===== src/rtl/multdiv_issuer.sv =====
// Execute-stage initiator for the multdiv unit: latches operands, pulses the
// start strobe, stalls the pipeline until completion and emits one writeback.
module multdiv_issuer #(
  parameter int TIMEOUT       = 64,
  parameter int MULT_EXC_CODE = 4,
  parameter int DIV_EXC_CODE  = 5,
  parameter int EXC_REG       = 30
) (
  input  logic        clock,
  input  logic        reset,
  input  logic        op_valid,
  input  logic        op_is_div,
  input  logic [31:0] op_a,
  input  logic [31:0] op_b,
  input  logic [4:0]  op_rd,
  output logic        ctrl_MULT,
  output logic        ctrl_DIV,
  output logic [31:0] data_operandA,
  output logic [31:0] data_operandB,
  input  logic [31:0] data_result,
  input  logic        data_exception,
  input  logic        data_resultRDY,
  output logic        stall,
  output logic        wb_valid,
  output logic [4:0]  wb_rd,
  output logic [31:0] wb_data,
  output logic        busy,
  output logic [1:0]  dbg_state_o
);

  // Handshake: op_valid is a request that is only looked at in IDLE; stall is
  // its back-pressure and stays high from the accepting cycle until DONE, so
  // the pipeline presents the next instruction only after the writeback.
  typedef enum logic [1:0] {
    S_IDLE  = 2'd0,
    S_ISSUE = 2'd1,
    S_WAIT  = 2'd2,
    S_DONE  = 2'd3
  } state_e;

  localparam logic [7:0]  WD_LAST   = 8'(TIMEOUT - 1);
  localparam logic [4:0]  EXC_RD    = 5'(EXC_REG);
  localparam logic [31:0] MULT_CODE = 32'(MULT_EXC_CODE);
  localparam logic [31:0] DIV_CODE  = 32'(DIV_EXC_CODE);

  state_e      state_q;
  logic        ctrl_mult_q;
  logic        ctrl_div_q;
  logic [31:0] opa_q;
  logic [31:0] opb_q;
  logic        is_div_q;
  logic [4:0]  rd_q;
  logic [7:0]  wdog_q;
  logic        wb_valid_q;
  logic [4:0]  wb_rd_q;
  logic [31:0] wb_data_q;
  logic [31:0] exc_code;

  assign exc_code = is_div_q ? DIV_CODE : MULT_CODE;

  always_ff @(posedge clock) begin
    if (reset) begin
      state_q     <= S_IDLE;
      ctrl_mult_q <= 1'b0;
      ctrl_div_q  <= 1'b0;
      opa_q       <= '0;
      opb_q       <= '0;
      is_div_q    <= 1'b0;
      rd_q        <= '0;
      wdog_q      <= '0;
      wb_valid_q  <= 1'b0;
      wb_rd_q     <= '0;
      wb_data_q   <= '0;
    end else begin
      ctrl_mult_q <= 1'b0;
      ctrl_div_q  <= 1'b0;
      wb_valid_q  <= 1'b0;
      case (state_q)
        S_IDLE: begin
          if (op_valid) begin
            opa_q       <= op_a;
            opb_q       <= op_b;
            is_div_q    <= op_is_div;
            rd_q        <= op_rd;
            ctrl_div_q  <= op_is_div;
            ctrl_mult_q <= !op_is_div;
            state_q     <= S_ISSUE;
          end
        end
        S_ISSUE: begin
          // A RDY seen here may belong to the previous operation, so ignore it.
          wdog_q  <= '0;
          state_q <= S_WAIT;
        end
        S_WAIT: begin
          wdog_q <= wdog_q + 8'd1;
          if (data_resultRDY) begin
            wb_valid_q <= 1'b1;
            state_q    <= S_DONE;
            if (data_exception) begin
              wb_rd_q   <= EXC_RD;
              wb_data_q <= exc_code;
            end else begin
              wb_rd_q   <= rd_q;
              wb_data_q <= data_result;
            end
          end else if (wdog_q == WD_LAST) begin
            wb_valid_q <= 1'b1;
            wb_rd_q    <= EXC_RD;
            wb_data_q  <= exc_code;
            state_q    <= S_DONE;
          end
        end
        S_DONE: begin
          state_q <= S_IDLE;
        end
        default: begin
          state_q <= S_IDLE;
        end
      endcase
    end
  end

  assign ctrl_MULT     = ctrl_mult_q;
  assign ctrl_DIV      = ctrl_div_q;
  assign data_operandA = opa_q;
  assign data_operandB = opb_q;
  assign wb_valid      = wb_valid_q;
  assign wb_rd         = wb_rd_q;
  assign wb_data       = wb_data_q;
  assign busy          = (state_q != S_IDLE);
  assign stall         = ((state_q == S_IDLE) && op_valid) ||
                         (state_q == S_ISSUE) || (state_q == S_WAIT);
  assign dbg_state_o   = state_q;

endmodule


===== config.mk =====
export PLATFORM = sky130hd
export DESIGN_NAME = multdiv_issuer
export DESIGN_NICKNAME = d
export VERILOG_FILES = /design/src/rtl/multdiv_issuer.sv
export SDC_FILE = /design/constraint.sdc
export NUM_CORES = 1
export LEC_CHECK = 0
export CORE_MARGIN = 2
export CORE_UTILIZATION = 43
export CTS_CLUSTER_DIAMETER = 80
export DETAILED_ROUTE_END_ITERATION = 8
export PLACE_DENSITY = 0.85
export SYNTH_ARGS = -nofsm -noshare
export SYNTH_HDL_FRONTEND = slang
export SYNTH_SLANG_ARGS = --single-unit

===== constraint.sdc =====
create_clock -name clock -period 3.2 [get_ports clock]
set_input_delay 0.64 -clock clock [delete_from_list [all_inputs] [get_ports clock]]
set_output_delay 0.64 -clock clock [all_outputs]
set_load 0.03 [all_outputs]

# After elaboration in Yosys (flattened, before gate mapping)
# Index checks and enable logic that the tools add are counted.
# op_classes
n_addsub	1
n_eq_ne	6
muxes	14
n_bitwise	3
n_reduce_logical	13
# ops
operator	n
2-to-1 mux 32 bit	3
case mux 8 bit (2 select lines)	1
2-to-1 mux 5 bit	3
adder 8 x 1 -> 8 bit (second input constant)	1
== test 8 x 6 -> 1 bit (second input constant)	1
case mux 2 bit (4 select lines)	1
2-to-1 mux 2 bit	3
AND reduction 2 bit	3
nonzero test 2 bit	3
== test 2 bit (second input constant)	2
2-to-1 mux 1 bit	3
inequality test 3 bit (second input constant)	1
inverter 1 bit	3
OR reduction 3 bit	1
== test 2 x 1 -> 1 bit (second input constant)	1
logical NOT 2 bit	1
logical OR 1 bit	2
inequality test 2 bit (second input constant)	1
OR reduction 2 bit	1
logical AND 1 bit	1
logical NOT 1 bit	1
# word_totals
ff_bits	120
input_bits	107
output_inout_bits	108
elab_cells	48

# Logic depth before layout (Yosys ltp)
# Gate-level depths: netlist of the first run.
# depth
depth_word	4
depth_mapped	7
ltp_nobuf	6

# Least setup slack after synthesis of the first run
# OpenSTA, ideal clock, no wires.
# synth_path
path_type	register -> output
startpoint	register state_q[0], in the netlist dbg_state_o[0]
endpoint	output port stall
t_arrival_ns	1.611
t_required_ns	2.560
slack_ns	0.949
stages_incl_launch_ff	6
n_path_buf	1
cell_sequence	dfxtp_1 -> inv_1 -> ha_1 -> and2_1 -> clkbuf_1 -> or3_1
# synth_between
elab_chain_len	4
word_cells_on_any_way	6
classes_between	eq/ne (2); reduce/logical (4)
# synth_rtl
item	line	source
start, declared	46	state_e state_q;
start signal, assigned	63	state_q <= S_IDLE;
start signal, assigned	87	state_q <= S_ISSUE;
start signal, assigned	93	state_q <= S_WAIT;
logical NOT 2 bit	132	assign stall = ((state_q == S_IDLE) && op_valid) ||
logical AND 1 bit	132	
logical OR 1 bit	132	
logical OR 1 bit (*)	133	(state_q == S_ISSUE) || (state_q == S_WAIT);
end, declared	23	output logic stall,
# Every way passes the cells marked *; elsewhere a longest branch is shown, timed or not.

# Worst setup path in the final report of the first run
# Ends and elaborated chain as after synthesis.

==> results.json, run 1 <==
{
  "status": "completed",
  "min_period_ns": 2.96,
  "finalSetupTns_ns": 0,
  "cts_tree": "done",
  "synth_nets": 581,
  "slowest_delay_ns": 0.60,
  "drc": 0,
  "final_layout_size_suffix_gt1_frac": 0.0889,
  "worstHoldPathCells": 2,
  "cp_num_cells": 5,
  "cpMaxStageDelayCell": "clkdlybuf4s50_1",
  "clock_skew_ns": 0.0146,
  "root_buffer": "clkbuf_8",
  "ant_nets": 0,
  "ys_top_cells_by_count": "nand2_1, dfxtp_1, a21oi_1",
  "place_congestion": 0.816,
  "r2r_cells": 5,
  "ctsResizeCount": 0,
  "rsz0062_at_grt": "no",
  "regArea_um2": 2400,
  "cts_buffers": 17,
  "ys_seq_elements": 120,
  "via_per_inst": 5.01,
  "endpoint_kind": "primary output",
  "required_ns": 2.56,
  "worstSetupPathType": "flip-flop to primary output",
  "core_region_area_um2": 9680,
  "multi_input_area_um2": 1690,
  "die_h_um": 103,
  "grt_pass1_wl_mm": 18.9,
  "tightest_slew_ns": 0.795,
  "start_util": 0.439,
  "period_share": 0.926,
  "worstSetupStartpointType": "flip-flop",
  "fillers": 721,
  "cts.sinks": 120,
  "wl_per_cell_um": 15.5,
  "power.total_w": 0.00521,
  "synth_area_leaders": "dfxtp_1, nand2_1, a21oi_1, a22o_2, a22o_1",
  "avgSynthCellArea_um2": 9.07,
  "antenna_cells": 0,
  "final_nets": 788,
  "grt_pass1_vias": 3943,
  "grt_usage": 0.233,
  "path_cells": "inv_1 -> ha_1 -> and2_2 -> or3_1 -> clkdlybuf4s50_1",
  "drtPass1Iterations": 4,
  "ys_types": 35,
  "setup_viol": 0,
  "ys_warn_count": 0,
  "synth_edf_count": 0,
  "ys_seq_area_frac": 0.565,
  "hold_viol": 0,
  "grt_max_degree": 71,
  "cts.clk_slew.worst_paths_ns": 0.05,
  "dieArea_um2": 10700,
  "relSlewSlack": 0.469,
  "path_buf_inv": 2,
  "maxSlewViolCount": 0,
  "postCtsSetupRepairBufs": 0,
  "min_path_type": "flip-flop to flip-flop",
  "arrival_ns": 2.32,
  "synth_flop_cell": "dfxtp_1",
  "dp_hpwl_mm": 8.72,
  "grt_overflow": 0,
  "netlist_instances": 469,
  "ir_worst_vdd_v": 0.000500,
  "area_growth_pct": 64.3,
  "rows": 36,
  "yosysTopAreaCellShare": 0.565,
  "path_delay_family": "buffers and inverters",
  "synth_area_leader_cell": "dfxtp_1",
  "h-tree-depth": 4,
  "route.vias.total": 4105,
  "power.density_nw_per_um2": 745,
  "grt_antenna_before_repair": 0,
  "synth_most_common_cell": "nand2_1",
  "io_pins": 215,
  "cp_max_fo": 4,
  "maxCapViolCount": 0,
  "cts_hold_buf": 0,
  "leakage_nw": 2.60,
  "dieWidth_um": 103,
  "insertion_delay_ns": 0.51,
  "detail_route.iter0.violations": 109,
  "utilization": 0.721,
  "portBuffers": 214,
  "clock_path_buffers": 2,
  "synth_async_sr_flop_share": 0,
  "synth_area_um2": 4250,
  "finalWirelength_mm": 12.7,
  "max_freq_mhz": 337
}
[power by group]
group | switching [W] | internal [W]
registers | 0.000120 | 0.00172
logic | 0.00100 | 0.000686
clock network | 0.000609 | 0.00107
[sequential cells by signal, indices dropped and copies added, names as in the netlist]
name and count:
ctrl_DIV 1, ctrl_MULT 1, data_operandA 32, data_operandB 32, dbg_state_o 2, is_div_q 1, rd_q 5, wb_data 32
wb_rd 5, wb_valid 1, wdog_q 8
[final timing paths]
path                                         from                end  slack [ns]
worst max-delay path               dbg_state_o[0]              stall        0.24
worst min-delay path            data_operandA[14]  data_operandA[14]        0.45
worst max register to register          wdog_q[0]        wb_data[10]        1.15
worst min register to register  data_operandA[14]  data_operandA[14]        0.45
[worst reg2reg max path: cells and delay by family, from the launching register on]
| family | cells | cell delay (ns) |
|---|---|---|
| DFF | 1 | 0.33 |
| AOI/OAI and AO/OA | 3 | 1.18 |
| adders and majority gates | 1 | 0.26 |
| and+or+nand+nor | 1 | 0.22 |
[layout make-up]
class	count	area share
clock buffer	25	0.0679
clock inverter	4	0.00645
inverter	5	0.00269
multi-input combinational	312	0.241
sequential	120	0.344
tap	133	0.0238
timing repair buffer	220	0.314
[metal layers]
layer	GRT usage	routed length, µm	part of all wire	up-vias
met1	0.252	4960	0.39	1928
met5	0	0	0	-
li1	-	-	-	2001
met4	0.0941	187	0.015	0
met2	0.397	6260	0.49	164
met3	0.105	1280	0.10	12
[kinds of logic (layout without fill, tap and decap cells)]
kind of cell               count (synthesis)  in the layout  share of synthesized area
and+or+nand+nor                          182            182                      0.184
muxes                                      2              2                    0.00471
buffers and inverters                     37            254                     0.0409
adders and majority gates                  5              5                     0.0147
DFF                                      120            120                      0.565
AOI/OAI and AO/OA                        118            118                      0.180
xor gates and xnor gates                   5              5                     0.0103
[cells in the final DEF (no fill, tap or decap), drive strengths merged]
master	count
a21o	2
a21oi	82
a22o	31
a311oi	1
and2	1
and3	1
and4bb	1
buf	7
bufinv	1
clkbuf	25
clkdlybuf4s50	213
clkinv	3
dfxtp	120
ha	5
inv	5
mux2i	2
nand2	143
nand2b	4
nand3	2
nand3b	1
nand4	3
nor2	6
nor2b	2
nor3	9
nor3b	2
nor4b	5
o21a	1
o21ai	1
or3	2
xnor2	2
xor2	3
[metrics by stage]
stage / area [µm²] / instances / setup slack [ns] / hold WS, ns
after global placement: 6470 / 790 / 0.368 / 0.441
after floorplan: 4250 / 469 / 0.949 / 0.436
after global routing: 6990 / 819 / 0.119 / 0.472
after CTS: 6990 / 819 / 0.188 / 0.454
final: 6990 / 819 / 0.235 / 0.453
after detailed placement: 6470 / 790 / 0.351 / 0.446
(Power assumes the default switching activity.)
==> run 2, diff against run 1 <==
CORE_MARGIN = 3   (was 2)
MAX_ROUTING_LAYER = met4   (was unset)
==> run 2 against run 1 <==
  * Flip-flop and latch count did not move
  * Register-to-register slack barely moved
  * Count of clock-buffer cells in the layout fell by 6
  * First-iteration DRC count rose by 63%
  * Power rose by 5.0%
  * Final area rose by 1.1%
  * Worst hold slack got worse by 0.0016 ns
  * Utilization rose by 2.9 points
  * Sequential power barely moved
  * Critical endpoint unchanged
==> results.json, run 2 (same netlist as run 1, synthesis figures left out) <==
{
  "area_growth_pct": 66.1,
  "power.switching_w": 0.00178,
  "combPwrFrac": 0.307,
  "via_per_inst": 5.08,
  "fin_ws_ns": 0.574,
  "cp_max_fo": 14,
  "min_period_ns": 2.63,
  "final_nets": 786,
  "grt_overflow": 0,
  "final_cell_mix": "clkdlybuf4s50_1, nand2_1, dfxtp_1",
  "core_region_area_um2": 9420,
  "cts_buffers": 17,
  "leakage_nw": 2.63,
  "clock_skew_ns": 0.00971,
  "drtPass1Iterations": 4,
  "finalWirelength_mm": 13.0,
  "ir_worst_vdd_v": 0.000556,
  "worstSetupStartpointType": "flip-flop",
  "io_pins": 215,
  "detail_route.iter0.violations": 178,
  "max_freq_mhz": 381,
  "relSlewSlack": 0.444,
  "clockPowerShare": 0.357,
  "maxSlewViolCount": 0,
  "setup_viol": 0,
  "final_layout_size_suffix_gt1_frac": 0.0977,
  "cts_hold_buf": 0,
  "h-tree-depth": 4,
  "grt_usage": 0.237,
  "start_util": 0.452,
  "maxCapViolCount": 0,
  "p_sw_frac": 0.325,
  "power.density_nw_per_um2": 775,
  "required_ns": 2.56,
  "p_seq_frac": 0.336,
  "cts.clk_slew.worst_paths_ns": 0.05,
  "pre_cts_ws_ns": 0.780,
  "arrival_ns": 1.99,
  "rsz0062_at_grt": "no",
  "grt_pass1_wl_mm": 20.6,
  "place_congestion": 0.816,
  "grt_antenna_before_repair": 0,
  "tightest_slew_ns": 0.834,
  "root_buffer": "clkbuf_8",
  "cts_tree": "done",
  "period_share": 0.821,
  "die_h_um": 105,
  "insertion_delay_ns": 0.50,
  "dieArea_um2": 11100,
  "ctsResizeCount": 0,
  "clock_path_buffers": 2,
  "cts.sinks": 120,
  "hold_viol": 0,
  "status": "completed",
  "endpoint_kind": "primary output",
  "rows": 35,
  "finalSetupTns_ns": 0,
  "min_path_type": "flip-flop to flip-flop",
  "layout_commonest_cell": "clkdlybuf4s50_1",
  "postCtsSetupRepairBufs": 0,
  "ant_nets": 0,
  "antenna_cells": 0,
  "wl_per_cell_um": 16.0,
  "dp_hpwl_mm": 9.05,
  "worstSetupPathType": "flip-flop to primary output",
  "grt_pass1_vias": 4136,
  "grt_max_degree": 71,
  "route.vias.total": 4140,
  "dieWidth_um": 105,
  "drc": 0,
  "intPower_w": 0.00369,
  "portBuffers": 214
}
## run 2: power by group through the flow
stage | Clock, W | Combinational, W | Sequential, W
after floorplan | 0 | 0.000580 | 0.00225
after global placement | 0 | 0.00165 | 0.00185
after detailed placement | 0 | 0.00168 | 0.00187
after CTS | 0.00198 | 0.00170 | 0.00184
after global routing | 0.00204 | 0.00179 | 0.00186
final | 0.00195 | 0.00168 | 0.00184
## run 2: final timing paths
check                                 startpoint          endpoint  slack, ns  cells after the start
worst max register to register         wdog_q[0]       wb_data[10]       1.15                      5
worst max-delay path              dbg_state_o[0]             stall       0.57                      4
worst min register to register  data_operandB[8]  data_operandB[8]       0.45                      2
worst min-delay path            data_operandB[8]  data_operandB[8]       0.45                      2
## run 2: final cells by class
| class | instances | area [µm²] |
|---|---|---|
| Fill cell | 643 | 2350 |
| Inverter | 5 | 18.8 |
| Clock buffer | 19 | 442 |
| Tap cell | 129 | 161 |
| Multi-Input combinational cell | 312 | 1690 |
| Timing Repair Buffer | 218 | 2180 |
| Sequential cell | 120 | 2400 |
| Clock inverter | 12 | 175 |
## run 2: metrics by stage
stage | cell area, µm² | power, W | cells | hold slack, ns | utilization
6_report | 7060 | 0.00547 | 815 | 0.451 | 0.750
5_1_grt | 7060 | 0.00570 | 815 | 0.472 | 0.750
4_1_cts | 7060 | 0.00551 | 815 | 0.453 | 0.750
3_5_place_dp | 6440 | 0.00355 | 784 | 0.445 | 0.685
3_3_place_gp | 6440 | 0.00350 | 784 | 0.441 | 0.685
2_1_floorplan | 4250 | 0.00283 | 469 | 0.436 | -
## run 2: critical path, cell delays in order (launching register included)
cell and delay, ns:
dfxtp_1 0.37, inv_1 0.10, ha_1 0.41, or3_1 0.44, buf_4 0.17
## run 2: layer usage
metal | global-route usage | wire [µm] | vias up | part of all wire
li1 | - | - | 1993 | -
met1 | 0.270 | 5250 | 1976 | 0.40
met2 | 0.403 | 6680 | 163 | 0.51
met3 | 0.0729 | 959 | 8 | 0.074
met4 | 0.0694 | 114 | 0 | 0.0088
met5 | - | 0 | - | 0
==> run 3, diff against run 2 <==
CORE_UTILIZATION = 40   (was 43)
PLACE_DENSITY = 0.8   (was 0.85)
clock period = 2.6 ns   (was 3.2 ns; I/O delays follow)
==> run 3 against run 2 <==
  * Worst hold slack lost 0.0010 ns
  * Combinational power grew 24%
  * Register-to-register slack lost 0.38 ns
  * Final cell count grew 1.5%
  * Sequential power grew 23%
  * Setup slack lost 0.40 ns
  * Final area grew 1.3%
  * Via count shrank 0.51%
  * Global-route usage shrank 2.0 points
  * Wire length shrank 1.7%
  * Largest cell class unchanged
  * Largest power group unchanged
==> results.json, run 3 (same netlist as run 1, synthesis figures left out) <==
{
  "status": "completed",
  "dp_hpwl_mm": 8.89,
  "leakage_nw": 2.69,
  "p_seq_frac": 0.324,
  "cts.clk_slew.worst_paths_ns": 0.05,
  "final_layout_size_suffix_gt1_frac": 0.103,
  "design_area_um2": 7160,
  "final_nets": 789,
  "required_ns": 2.08,
  "power.switching_w": 0.00220,
  "intPower_w": 0.00478,
  "clockPowerShare": 0.379,
  "ant_nets": 0,
  "top_layer_used": "met4",
  "cts_buffers": 17,
  "maxSlewViolCount": 0,
  "regArea_um2": 2400,
  "io_pins": 215,
  "cpMaxStageDelayCell": "dfxtp_1",
  "path_delay_family": "simple AND/OR/NAND/NOR gates",
  "area_growth_pct": 68.3,
  "rows": 37,
  "grt_pass1_vias": 4046,
  "relSlewSlack": 0.509,
  "arrival_ns": 1.90,
  "grt_overflow": 0,
  "path_buf_inv": 2,
  "layout_commonest_cell": "clkdlybuf4s50_1",
  "clock_path_buffers": 2,
  "power.density_nw_per_um2": 975,
  "final_cell_mix": "clkdlybuf4s50_1, nand2_1, dfxtp_1",
  "start_util": 0.412,
  "postCtsSetupRepairBufs": 0,
  "wl_met3_mm": 1.10,
  "maxCapViolCount": 0,
  "route.met2.wl_mm": 6.30,
  "cts_tree": "done",
  "h-tree-depth": 4,
  "cp_max_fo": 4,
  "worstSetupStartpointType": "flip-flop",
  "via_per_inst": 4.98,
  "root_buffer": "clkbuf_8",
  "rsz0062_at_grt": "no",
  "path_cells": "inv_1 -> ha_1 -> and2_2 -> or3_1 -> buf_4",
  "place_congestion": 0.834,
  "finalWirelength_mm": 12.8,
  "endpoint_kind": "primary output",
  "ir_worst_vdd_v": 0.000646,
  "grt_antenna_before_repair": 0,
  "dpl-instance-area_um2": 6480,
  "worstSetupPathType": "flip-flop to primary output",
  "setup_viol": 0,
  "tightest_slew_ns": 0.737,
  "hold_viol": 0,
  "grt_max_degree": 73,
  "insertion_delay_ns": 0.50,
  "slowest_delay_ns": 0.39,
  "met1Wirelength_mm": 5.16,
  "period_share": 0.932,
  "core_region_area_um2": 10300,
  "min_period_ns": 2.42,
  "dieWidth_um": 109,
  "min_path_type": "flip-flop to flip-flop",
  "dieArea_um2": 11900,
  "route.vias.total": 4119,
  "combPwrFrac": 0.298,
  "portBuffers": 214,
  "wl_per_cell_um": 15.5,
  "finalSetupTns_ns": 0,
  "power.total_w": 0.00698,
  "drc": 0,
  "cts_hold_buf": 0,
  "p_sw_frac": 0.315,
  "cts.sinks": 120,
  "grt_pass1_wl_mm": 19.5,
  "grt_usage": 0.217,
  "die_h_um": 109,
  "fin_ws_ns": 0.176,
  "fillers": 779,
  "drtPass1Iterations": 5,
  "clock_skew_ns": 0.00931,
  "multi_input_area_um2": 1690,
  "detail_route.iter0.violations": 217,
  "max_freq_mhz": 413,
  "pre_cts_ws_ns": 0.400
}
==> run 3: cell types whose count changed in the layout (fill, tap and decap cells not counted), sizes merged <==
cell	before	now
buf	6	9
bufinv	4	6
clkinvlp	3	1
clkbuf	19	20
clkdlybuf4s50	212	211
diode	0	1
dlymetal6s2s	0	1
==> run 3: final cells by class <==
class	instances	area share
sequential	120	0.336
timing repair buffer	221	0.308
multi-input combinational	312	0.235
clock buffer	20	0.0636
clock inverter	12	0.0308
tap	136	0.0238
inverter	5	0.00262
antenna	1	0.000350
==> run 3: worst register-to-register path, cell delays in order, from the launching register on <==
cell,delay (ns)
dfxtp_1,0.34
inv_1,0.11
ha_1,0.22
and2_2,0.17
buf_4,0.56
nand2_1,0.17
a21oi_1,0.18
==> run 3: path summary, 6_finish.rpt <==
check | start | endpoint | slack, ns | depth (start not counted)
worst max-delay path | dbg_state_o[1] | stall | 0.18 | 5
worst min-delay path | data_operandA[2] | data_operandA[2] | 0.45 | 2
worst max register to register | dbg_state_o[1] | data_operandA[22] | 0.77 | 6
worst min register to register | data_operandA[2] | data_operandA[2] | 0.45 | 2
==> run 3: power groups by stage <==
stage | Sequential (W) | Clock [W] | Combinational (W)
5_1_grt | 0.00229 | 0.00277 | 0.00223
3_5_place_dp | 0.00229 | 0 | 0.00209
3_3_place_gp | 0.00228 | 0 | 0.00204
4_1_cts | 0.00226 | 0.00269 | 0.00210
6_report | 0.00226 | 0.00264 | 0.00208
2_1_floorplan | 0.00277 | 0 | 0.000714
==> run 3: per-layer routing <==
| metal | GRT usage | up-vias |
|---|---|---|
| met3 | 0.0805 | 16 |
| met2 | 0.348 | 161 |
| met1 | 0.250 | 1936 |
| met5 | - | - |
| li1 | - | 2006 |
| met4 | 0.0757 | 0 |
==> run 3: through the flow <==
step                hold WS (ns)   util  std cells
detailed placement         0.447  0.627        794
CTS                        0.455  0.693        826
finish                     0.450  0.693        827
global placement           0.441  0.627        794
global route               0.474  0.693        826
floorplan                  0.436      -        469
==> run 3: timing repair <==
action	4_1_cts	5_1_grt
setup endpoints to repair	0	1
gates resized for setup	0	1
endpoints found under the hold margin	0	0
